===== src/rtl/adcfifo_rd_ctrl.sv =====
// Read-side controller for the ADC sample FIFO: issues RAM reads, tracks read latency and
// streams returned words through a small skid FIFO. Define ADCFIFO_RD_LEVEL_EN to add level_o.
module adcfifo_rd_ctrl #(
    parameter int RWIDTH = 32,
    parameter int AWIDTH = 7,
    parameter int PIPE   = 1
) (
    input  logic              clock_i,
    input  logic              reset_i,
    input  logic [AWIDTH:0]   wptr_i,
    input  logic              flush_i,
    output logic [AWIDTH-1:0] raddr_o,
    output logic              ren_o,
    input  logic [RWIDTH-1:0] rdata_i,
    output logic [AWIDTH:0]   rptr_o,
    output logic [RWIDTH-1:0] dout_o,
    output logic              dvalid_o,
    input  logic              dready_i,
    output logic              empty_o
`ifdef ADCFIFO_RD_LEVEL_EN
    ,
    output logic [AWIDTH:0]   level_o
`endif
);

    localparam int LAT  = 1 + PIPE;
    localparam int SKID = 2 + PIPE;
    localparam int CW   = $clog2(2 * SKID + 1);
    localparam int PW   = (SKID > 1) ? $clog2(SKID) : 1;

    localparam logic [AWIDTH:0] PTR_ONE = {{AWIDTH{1'b0}}, 1'b1};

    logic [AWIDTH:0]   rptr_q, rptr_d;
    logic [LAT-1:0]    inflight_q, inflight_d;
    logic [RWIDTH-1:0] skid_mem_q [SKID];
    logic [PW-1:0]     skid_wr_q, skid_wr_d;
    logic [PW-1:0]     skid_rd_q, skid_rd_d;
    logic [CW-1:0]     skid_cnt_q, skid_cnt_d;

    logic [CW-1:0]     inflight_cnt;
    logic [CW-1:0]     credit;
    logic              empty;
    logic              pop;
    logic              push;
    logic              ren;

    function automatic logic [PW-1:0] skidPtrNext(input logic [PW-1:0] p);
        return (p == PW'(SKID - 1)) ? '0 : p + PW'(1);
    endfunction

    always_comb begin
        inflight_cnt = '0;
        for (int i = 0; i < LAT; i++) begin
            inflight_cnt = inflight_cnt + CW'(inflight_q[i]);
        end
    end

    // Credit counts every word that will land in the skid buffer; a pop this cycle frees
    // one slot early so the stream can sustain one word per cycle.
    assign empty  = (rptr_q == wptr_i);
    assign pop    = dvalid_o & dready_i;
    assign push   = inflight_q[LAT-1];
    assign credit = skid_cnt_q + inflight_cnt;
    assign ren    = !reset_i && !empty && !flush_i && ((credit - CW'(pop)) < CW'(SKID));

    always_comb begin
        rptr_d     = rptr_q;
        inflight_d = inflight_q;
        skid_wr_d  = skid_wr_q;
        skid_rd_d  = skid_rd_q;
        skid_cnt_d = skid_cnt_q;
        if (flush_i) begin
            rptr_d     = wptr_i;
            inflight_d = '0;
            skid_wr_d  = '0;
            skid_rd_d  = '0;
            skid_cnt_d = '0;
        end else begin
            if (ren) begin
                rptr_d = rptr_q + PTR_ONE;
            end
            inflight_d[0] = ren;
            for (int i = 1; i < LAT; i++) begin
                inflight_d[i] = inflight_q[i-1];
            end
            if (push) begin
                skid_wr_d = skidPtrNext(skid_wr_q);
            end
            if (pop) begin
                skid_rd_d = skidPtrNext(skid_rd_q);
            end
            skid_cnt_d = skid_cnt_q + CW'(push) - CW'(pop);
        end
    end

    always_ff @(posedge clock_i) begin
        if (reset_i) begin
            rptr_q     <= '0;
            inflight_q <= '0;
            skid_wr_q  <= '0;
            skid_rd_q  <= '0;
            skid_cnt_q <= '0;
        end else begin
            rptr_q     <= rptr_d;
            inflight_q <= inflight_d;
            skid_wr_q  <= skid_wr_d;
            skid_rd_q  <= skid_rd_d;
            skid_cnt_q <= skid_cnt_d;
        end
    end

    // Storage needs no reset: a slot is only visible once the occupancy count covers it.
    always_ff @(posedge clock_i) begin
        if (push) begin
            skid_mem_q[skid_wr_q] <= rdata_i;
        end
    end

    assign dvalid_o = (skid_cnt_q != '0);
    assign dout_o   = dvalid_o ? skid_mem_q[skid_rd_q] : '0;
    assign raddr_o  = rptr_q[AWIDTH-1:0];
    assign rptr_o   = rptr_q;
    assign ren_o    = ren;
    assign empty_o  = empty;

`ifdef ADCFIFO_RD_LEVEL_EN
    logic [AWIDTH:0] level_q, level_d;

    assign level_d = wptr_i - rptr_q;

    always_ff @(posedge clock_i) begin
        if (reset_i) begin
            level_q <= '0;
        end else begin
            level_q <= level_d;
        end
    end

    assign level_o = level_q;
`endif

endmodule


===== config.mk =====
export PLATFORM = sky130hd
export DESIGN_NAME = adcfifo_rd_ctrl
export DESIGN_NICKNAME = d
export VERILOG_FILES = /design/src/rtl/adcfifo_rd_ctrl.sv
export SDC_FILE = /design/constraint.sdc
export NUM_CORES = 1
export LEC_CHECK = 0
export ABC_AREA = 1
export CAP_MARGIN = 0
export CELL_PAD_IN_SITES_DETAIL_PLACEMENT = 0
export CELL_PAD_IN_SITES_GLOBAL_PLACEMENT = 1
export CORE_AREA = 3 3 131 101
export CTS_CLUSTER_SIZE = 16
export DETAILED_ROUTE_END_ITERATION = 8
export DIE_AREA = 0 0 134 104
export MAX_ROUTING_LAYER = met4
export PLACE_DENSITY = 0.85
export SETUP_SLACK_MARGIN = 0.2
export SYNTH_ARGS = -nofsm -noshare
export SYNTH_HDL_FRONTEND = slang
export SYNTH_SLANG_ARGS = --single-unit

===== constraint.sdc =====
create_clock -name clock_i -period 4.14 [get_ports clock_i]
set_input_delay 0.828 -clock clock_i [delete_from_list [all_inputs] [get_ports clock_i]]
set_output_delay 0.828 -clock clock_i [all_outputs]
set_load 0.005 [all_outputs]

Word level (Yosys, flattened, before mapping)
Memory sizes are Yosys's and may differ from the RTL's. A register that Yosys moved wholly into a read port is not among the register bits.
Cells that the tools add are included.
{"block": "word_totals", "ff_bits": 17, "ramBits": 96, "out_inout_bits": 50, "n_memories": 1}
{"block": "op_classes", "addsub": 8, "n_lt_le_gt_ge": 1, "eq_ne": 3, "mux": 9, "bitwise_logic": 1, "reduce_logical": 9}
{"memory": "skid_mem_q", "words": 3, "word_bits": 32, "rd": 1, "rd_ports_with_merged_regs": 1, "wr": 1, "line": "35", "source": "logic [RWIDTH-1:0] skid_mem_q [SKID];"}
{"operator": "32-bit 2-to-1 mux", "count": 1}
{"operator": "8-bit 2-to-1 mux", "count": 2}
{"operator": "8-bit by 1-bit adder with 8-bit output (second input constant)", "count": 1}
{"operator": "8-bit == test", "count": 1}
{"operator": "2-bit 2-to-1 mux", "count": 4}
{"operator": "3-bit by 1-bit subtractor with 3-bit output", "count": 2}
{"operator": "2-bit by 1-bit adder with 2-bit output (second input constant)", "count": 2}
{"operator": "2-bit == test (second input constant)", "count": 2}
{"operator": "3-bit by 1-bit adder with 3-bit output", "count": 1}
{"operator": "3-bit by 2-bit adder with 3-bit output", "count": 1}
{"operator": "1-bit logical AND", "count": 3}
{"operator": "1-bit logical NOT", "count": 3}
{"operator": "3-bit by 2-bit < comparator with 1-bit output (second input constant)", "count": 1}
{"operator": "3-bit nonzero test", "count": 1}
{"operator": "1-bit by 1-bit adder with 2-bit output", "count": 1}
{"operator": "1-bit 2-to-1 mux", "count": 2}
{"operator": "2-bit nonzero test", "count": 1}
{"operator": "2-bit OR reduction", "count": 1}
{"operator": "1-bit AND", "count": 1}

Depth between registers and ports, before layout
{"block": "logic_depth", "depth_word": 7, "depth_mapped": 17}

Worst setup path before layout
Ideal clock, no wire load.
{"block": "synth_path", "path_type": "input to output", "startpoint": "input dready_i", "endpoint": "output ren_o", "arrival_time_ns": 2.584, "required_time_ns": 3.312, "setup_slack_ns": 0.728, "path_stages": 12, "n_path_buf": 1, "cell_sequence": "nand2_1 inv_2 ha_1 fa_1 inv_1 fa_1 inv_1 o21ai_1 nor2_2 nand2_4 buf_12 inv_1"}
{"block": "synth_via", "elab_chain_cells": 4}
{"element": "from (decl)", "line": "18", "source": "input logic dready_i,"}
{"element": "1-bit AND", "line": "61", "source": "assign pop = dvalid_o & dready_i;"}
{"element": "net pop", "line": "43", "source": "logic pop;"}
{"element": "3-bit by 1-bit subtractor with 3-bit output", "line": "64", "source": "assign ren = !reset_i && !empty && !flush_i && ((credit - CW'(pop)) < CW'(SKID));"}
{"element": "3-bit by 2-bit < comparator with 1-bit output", "line": "64"}
{"element": "1-bit logical AND", "line": "64"}
{"element": "to (decl)", "line": "13", "source": "output logic ren_o,"}
The timed path passes the listed nets, and every way through them passes these cells.

Final worst setup path
{"block": "layout_path", "startpoint": "register skid_cnt_q[1]", "endpoint": "output ren_o"}
{"block": "layout_via", "elab_chain_cells": 5}
{"element": "from (decl)", "line": "38", "source": "logic [CW-1:0] skid_cnt_q, skid_cnt_d;"}
{"element": "from (signal assigned)", "line": "108", "source": "skid_cnt_q <= skid_cnt_d;"}
{"element": "3-bit nonzero test", "line": "119", "source": "assign dvalid_o = (skid_cnt_q != '0);"}
{"element": "1-bit AND", "line": "61"}
{"element": "net pop", "line": "43"}
{"element": "3-bit by 1-bit subtractor with 3-bit output", "line": "64"}
{"element": "3-bit by 2-bit < comparator with 1-bit output", "line": "64"}
{"element": "1-bit logical AND", "line": "64"}
The timed path passes the listed nets, and every way through them passes these cells.

==> impl_table.tex <==
\begin{tabular}{lr}
\hline
Metric & Value \\
\hline
\multicolumn{2}{l}{\textbf{Clock tree}} \\
\quad Deepest clock path buffer count & 2 \\
\quad Number of hold buffers added after cts & 0 \\
\quad Clk Tree Root Cell & clkbuf\_16 \\
\quad Clock edge transition at the registers on the reported setup and hold paths & 0.05 ns \\
\quad CTS H-Tree Depth & 4 \\
\quad CTS sink count & 115 \\
\quad Worst-skew pair later-pin latency & 0.40 ns \\
\quad TritonCTS clock tree & yes \\
\quad CTS Buf Count & 17 \\
\multicolumn{2}{l}{\textbf{Placed design}} \\
\quad Number of input and output port buffers inserted & 93 \\
\quad Routability congestion estimate from global placement & 0.784 \\
\quad Placed Area & 5990 um2 \\
\quad Worst slack at placement & -0.143 ns \\
\quad HPWL after detailed placement & 6.82 mm \\
\multicolumn{2}{l}{\textbf{Synthesis}} \\
\quad Area of the mapped netlist & 4900 um2 \\
\quad Multiplexer fraction of the synthesized cell area & 0\% \\
\quad Share of flip-flops with an asynchronous set or reset after synthesis & 0\% \\
\quad Share of synthesized cell area in full adder, half adder and majority cells & 2.25\% \\
\quad XOR/XNOR Fraction of Synth Area & 1.58\% \\
\quad Number of enable flip-flop cells after synthesis & 96 \\
\quad Main combinational cell family by area after synthesis & simple AND/OR/NAND/NOR gates \\
\quad Total of warnings raised by yosys & 0 \\
\quad Register area share after synthesis & 66.6\% \\
\quad Net count after synthesis & 472 \\
\quad Post-synthesis average cell area & 11.6 um2 \\
\quad Count of cell types in the netlist & 34 \\
\quad Compound-gate portion of the synthesized area & 10.4\% \\
\quad Register bit count reported by yosys & 115 \\
\quad Most common flop cell mapped by yosys & edfxtp\_1 \\
\quad Synth Instances & 421 \\
\quad Simple-gate share of the synthesized area & 13.2\% \\
\multicolumn{2}{l}{\textbf{STA}} \\
\quad Final Max Slew Viols & 0 \\
\quad Portion of the clock cycle consumed by the worst path in the final layout & 90.9\% \\
\quad Upper clock frequency limit & 266 MHz \\
\quad Final Hold Vio Count & 0 \\
\quad Number of setup violations in the final report & 0 \\
\quad Fin Hold WS & 0.494 ns \\
\quad RSZ-0062 raised after global routing & no \\
\quad Least-Margin Pin Slew & 0.715 ns \\
\quad Rel. slew slack & 52.3\% \\
\quad Clock Skews & 0.00748 ns \\
\quad Tmin final & 3.76 ns \\
\quad Minimum setup slack in the final design & 0.377 ns \\
\multicolumn{2}{l}{\textbf{Global routing}} \\
\quad Global-route wire length before repair & 17.5 mm \\
\quad Number of global-route vias before repair & 3460 \\
\quad Global-route usage over all layers & 16.6\% \\
\quad Number of antenna violations at the first check in global routing & 0 \\
\quad Pin count of the biggest net entering global routing & 34 \\
\quad Overflow after GRT & 0 \\
\multicolumn{2}{l}{\textbf{Final layout}} \\
\quad Area growth, synth to finish & 35.5\% \\
\quad Number of nets in the layout & 571 \\
\quad Count of filler cells inserted in the layout & 990 \\
\quad Final core area utilization & 54.7\% \\
\quad Share of post-route cells with drive strength above 1 & 15.6\% \\
\quad Total non-filler cell area in the finished layout & 6630 um2 \\
\quad Inserted Diodes & 0 \\
\multicolumn{2}{l}{\textbf{Critical path}} \\
\quad Kind of launch point of the worst setup path & flop \\
\quad Required time of the critical path & 3.31 ns \\
\quad Worst EP arrival & 2.93 ns \\
\quad Peak fanout along the critical path & 4 \\
\quad Worst Setup End Kind & output pin \\
\quad Category of the critical setup timing path & reg -> out \\
\quad Critical Path Source & skid\_cnt\_q[1]\$\_SDFF\_PP0\_ \\
\quad Reg2reg start & skid\_cnt\_q[1]\$\_SDFF\_PP0\_ \\
\multicolumn{2}{l}{\textbf{Floorplanning}} \\
\quad Total Die Area & 13900 um2 \\
\quad Core outline area & 12100 um2 \\
\quad Row Count & 35 \\
\quad Initial core utilization & 40.4\% \\
\quad Die Ht & 104 um \\
\quad IO Count & 94 \\
\quad Horizontal die dimension & 134 um \\
\multicolumn{2}{l}{\textbf{Drt}} \\
\quad Total length of routed wires & 10.7 mm \\
\quad Number of optimization iterations in the first detailed-route pass & 5 \\
\quad Post-DR wirelength/cell & 15.3 um \\
\quad Vias post-DR & 3360 \\
\quad DRC violation total after the first TritonRoute iteration & 197 \\
\quad Final routed DRC violation total & 0 \\
\quad Detail Route Antenna Nets & 0 \\
\quad Vias/cell & 4.81 \\
\multicolumn{2}{l}{\textbf{Pwr}} \\
\quad Part of the total power dissipated in the clock network & 49.8\% \\
\quad Register share of total power & 42.9\% \\
\quad Worst IR Drop VDD & 0.366 mV \\
\quad Cell internal pwr & 0.00239 W \\
\quad Leakage power figure & 2.34 nW \\
\quad Pwr per Cell Area & 452 nW/um2 \\
\quad Switching Fraction & 20.3\% \\
\quad Switch Pwr & 0.000608 W \\
\quad Pwr Total & 0.00300 W \\
\quad Comb power frac & 7.3\% \\
\multicolumn{2}{l}{\textbf{Min path}} \\
\quad Min-Delay Path Class & reg -> reg \\
\quad Critical hold path startpoint & skid\_rd\_q[1]\$\_SDFFE\_PP0P\_ \\
\multicolumn{2}{l}{\textbf{Flow run}} \\
\quad Max-cap violations & 0 \\
\multicolumn{2}{l}{\textbf{Status}} \\
\quad Outcome & completed \\
\hline
\end{tabular}
sequential cells by signal, summed over array words and instances (netlist names), named ones only:
register    count
skid_cnt_q      3
rptr_o          8
skid_mem_q     96
skid_rd_q       2
skid_wr_q       2
inflight_q      2
worst paths after layout:
kind,to,slack [ns],cells after the start
hold reg to reg,skid_rd_q[1]$_SDFFE_PP0P_,0.49,2
setup reg to reg,rptr_o[0]$_SDFFE_PP0P_,1.25,17
setup / recovery,ren_o,0.38,15
hold / removal,skid_rd_q[1]$_SDFFE_PP0P_,0.49,2
placed cells by master (no fill, tap or decap), types with 6 or more instances in the layout:
master	count
a21oi_2	8
nand2_1	107
buf_4	16
edfxtp_1	96
inv_1	29
o21ai_0	39
dfxtp_1	18
a31oi_1	32
clkbuf_16	17
nor2_1	6
nand3_1	8
clkdlybuf4s50_1	91
nand3_2	8
synthesized netlist by cell type, types with 2 or more instances:
cell | n | share of area (%)
buf_4 | 8 | 1.2
clkbuf_1 | 16 | 1.2
a21oi_1 | 4 | 0.41
buf_2 | 2 | 0.20
dfxtp_1 | 19 | 7.8
o21ai_0 | 39 | 4.0
nand2_2 | 3 | 0.38
nor2_1 | 6 | 0.46
buf_6 | 2 | 0.46
nor2_2 | 4 | 0.51
nand3_2 | 8 | 1.6
ha_1 | 4 | 1.0
fa_1 | 3 | 1.2
xnor2_1 | 4 | 0.72
nor3_1 | 2 | 0.20
a31oi_1 | 32 | 4.1
nand3_1 | 8 | 0.82
edfxtp_1 | 96 | 59
inv_1 | 30 | 2.3
xor2_1 | 3 | 0.54
nand2_1 | 108 | 8.3
a21oi_2 | 8 | 1.4
cells by family (layout without fill, tap and decap cells):
| logic type | Yosys count | in the layout |
|---|---|---|
| xor gates and xnor gates | 8 | 8 |
| buffers and inverters | 61 | 173 |
| AOI/OAI and AO/OA | 86 | 86 |
| DFF | 115 | 115 |
| adders and majority gates | 7 | 7 |
| and+or+nand+nor | 144 | 144 |
routing by layer:
layer | vias up | GRT usage, % | wire length [um]
li1 | 1662 | - | -
met1 | 1617 | 19.9 | 4830
met2 | 67 | 26.9 | 5300
met3 | 14 | 4.88 | 453
met4 | 0 | 6.09 | 148
met5 | - | - | 0
power groups by stage:
stage	Clock, W	Combinational (W)	Sequential [W]
floorplan	0	0.000107	0.00131
global placement	0	0.000213	0.00131
detailed placement	0	0.000219	0.00131
CTS	0.00153	0.000222	0.00129
global route	0.00159	0.000243	0.00129
finish	0.00149	0.000220	0.00129
layout make-up:
class / instances / area (um2) / share of cell area (%)
clock buffer: 19 / 433 / 6.53
clock inverter: 13 / 185 / 2.79
inverter: 32 / 120 / 1.81
multi-input combinational: 245 / 1370 / 20.6
sequential: 115 / 3260 / 49.2
tap: 166 / 208 / 3.13
timing repair buffer: 109 / 1050 / 15.9
worst max-delay path: stages, from the launching register on:
cell and delay, ns:
dfxtp_2 0.34, or2_4 0.24, nor2_1 0.10, inv_1 0.07
nand2_2 0.07, inv_2 0.05, ha_4 0.20, fa_2 0.33
inv_2 0.06, fa_1 0.40, inv_1 0.06, o21ai_1 0.06
nor2_2 0.21, nand2_4 0.07, inv_1 0.06, clkdlybuf4s15_2 0.20
through the flow:
stage / setup TNS (ns) / instances
detailed placement: -0.143 / 666
floorplan: 0 / 421
finish: 0 / 699
global placement: -0.160 / 666
global route: 0 / 699
CTS: 0 / 698
timing repair:
| item | CTS | global route |
|---|---|---|
| resized for setup | 5 | 4 |
| pin swaps | 1 | 2 |
| setup endpoints to repair | 1 | 1 |
| cloned | 0 | 0 |
| buffers inserted | 0 | 1 |
Note: power is estimated with default switching activity, not from simulation.
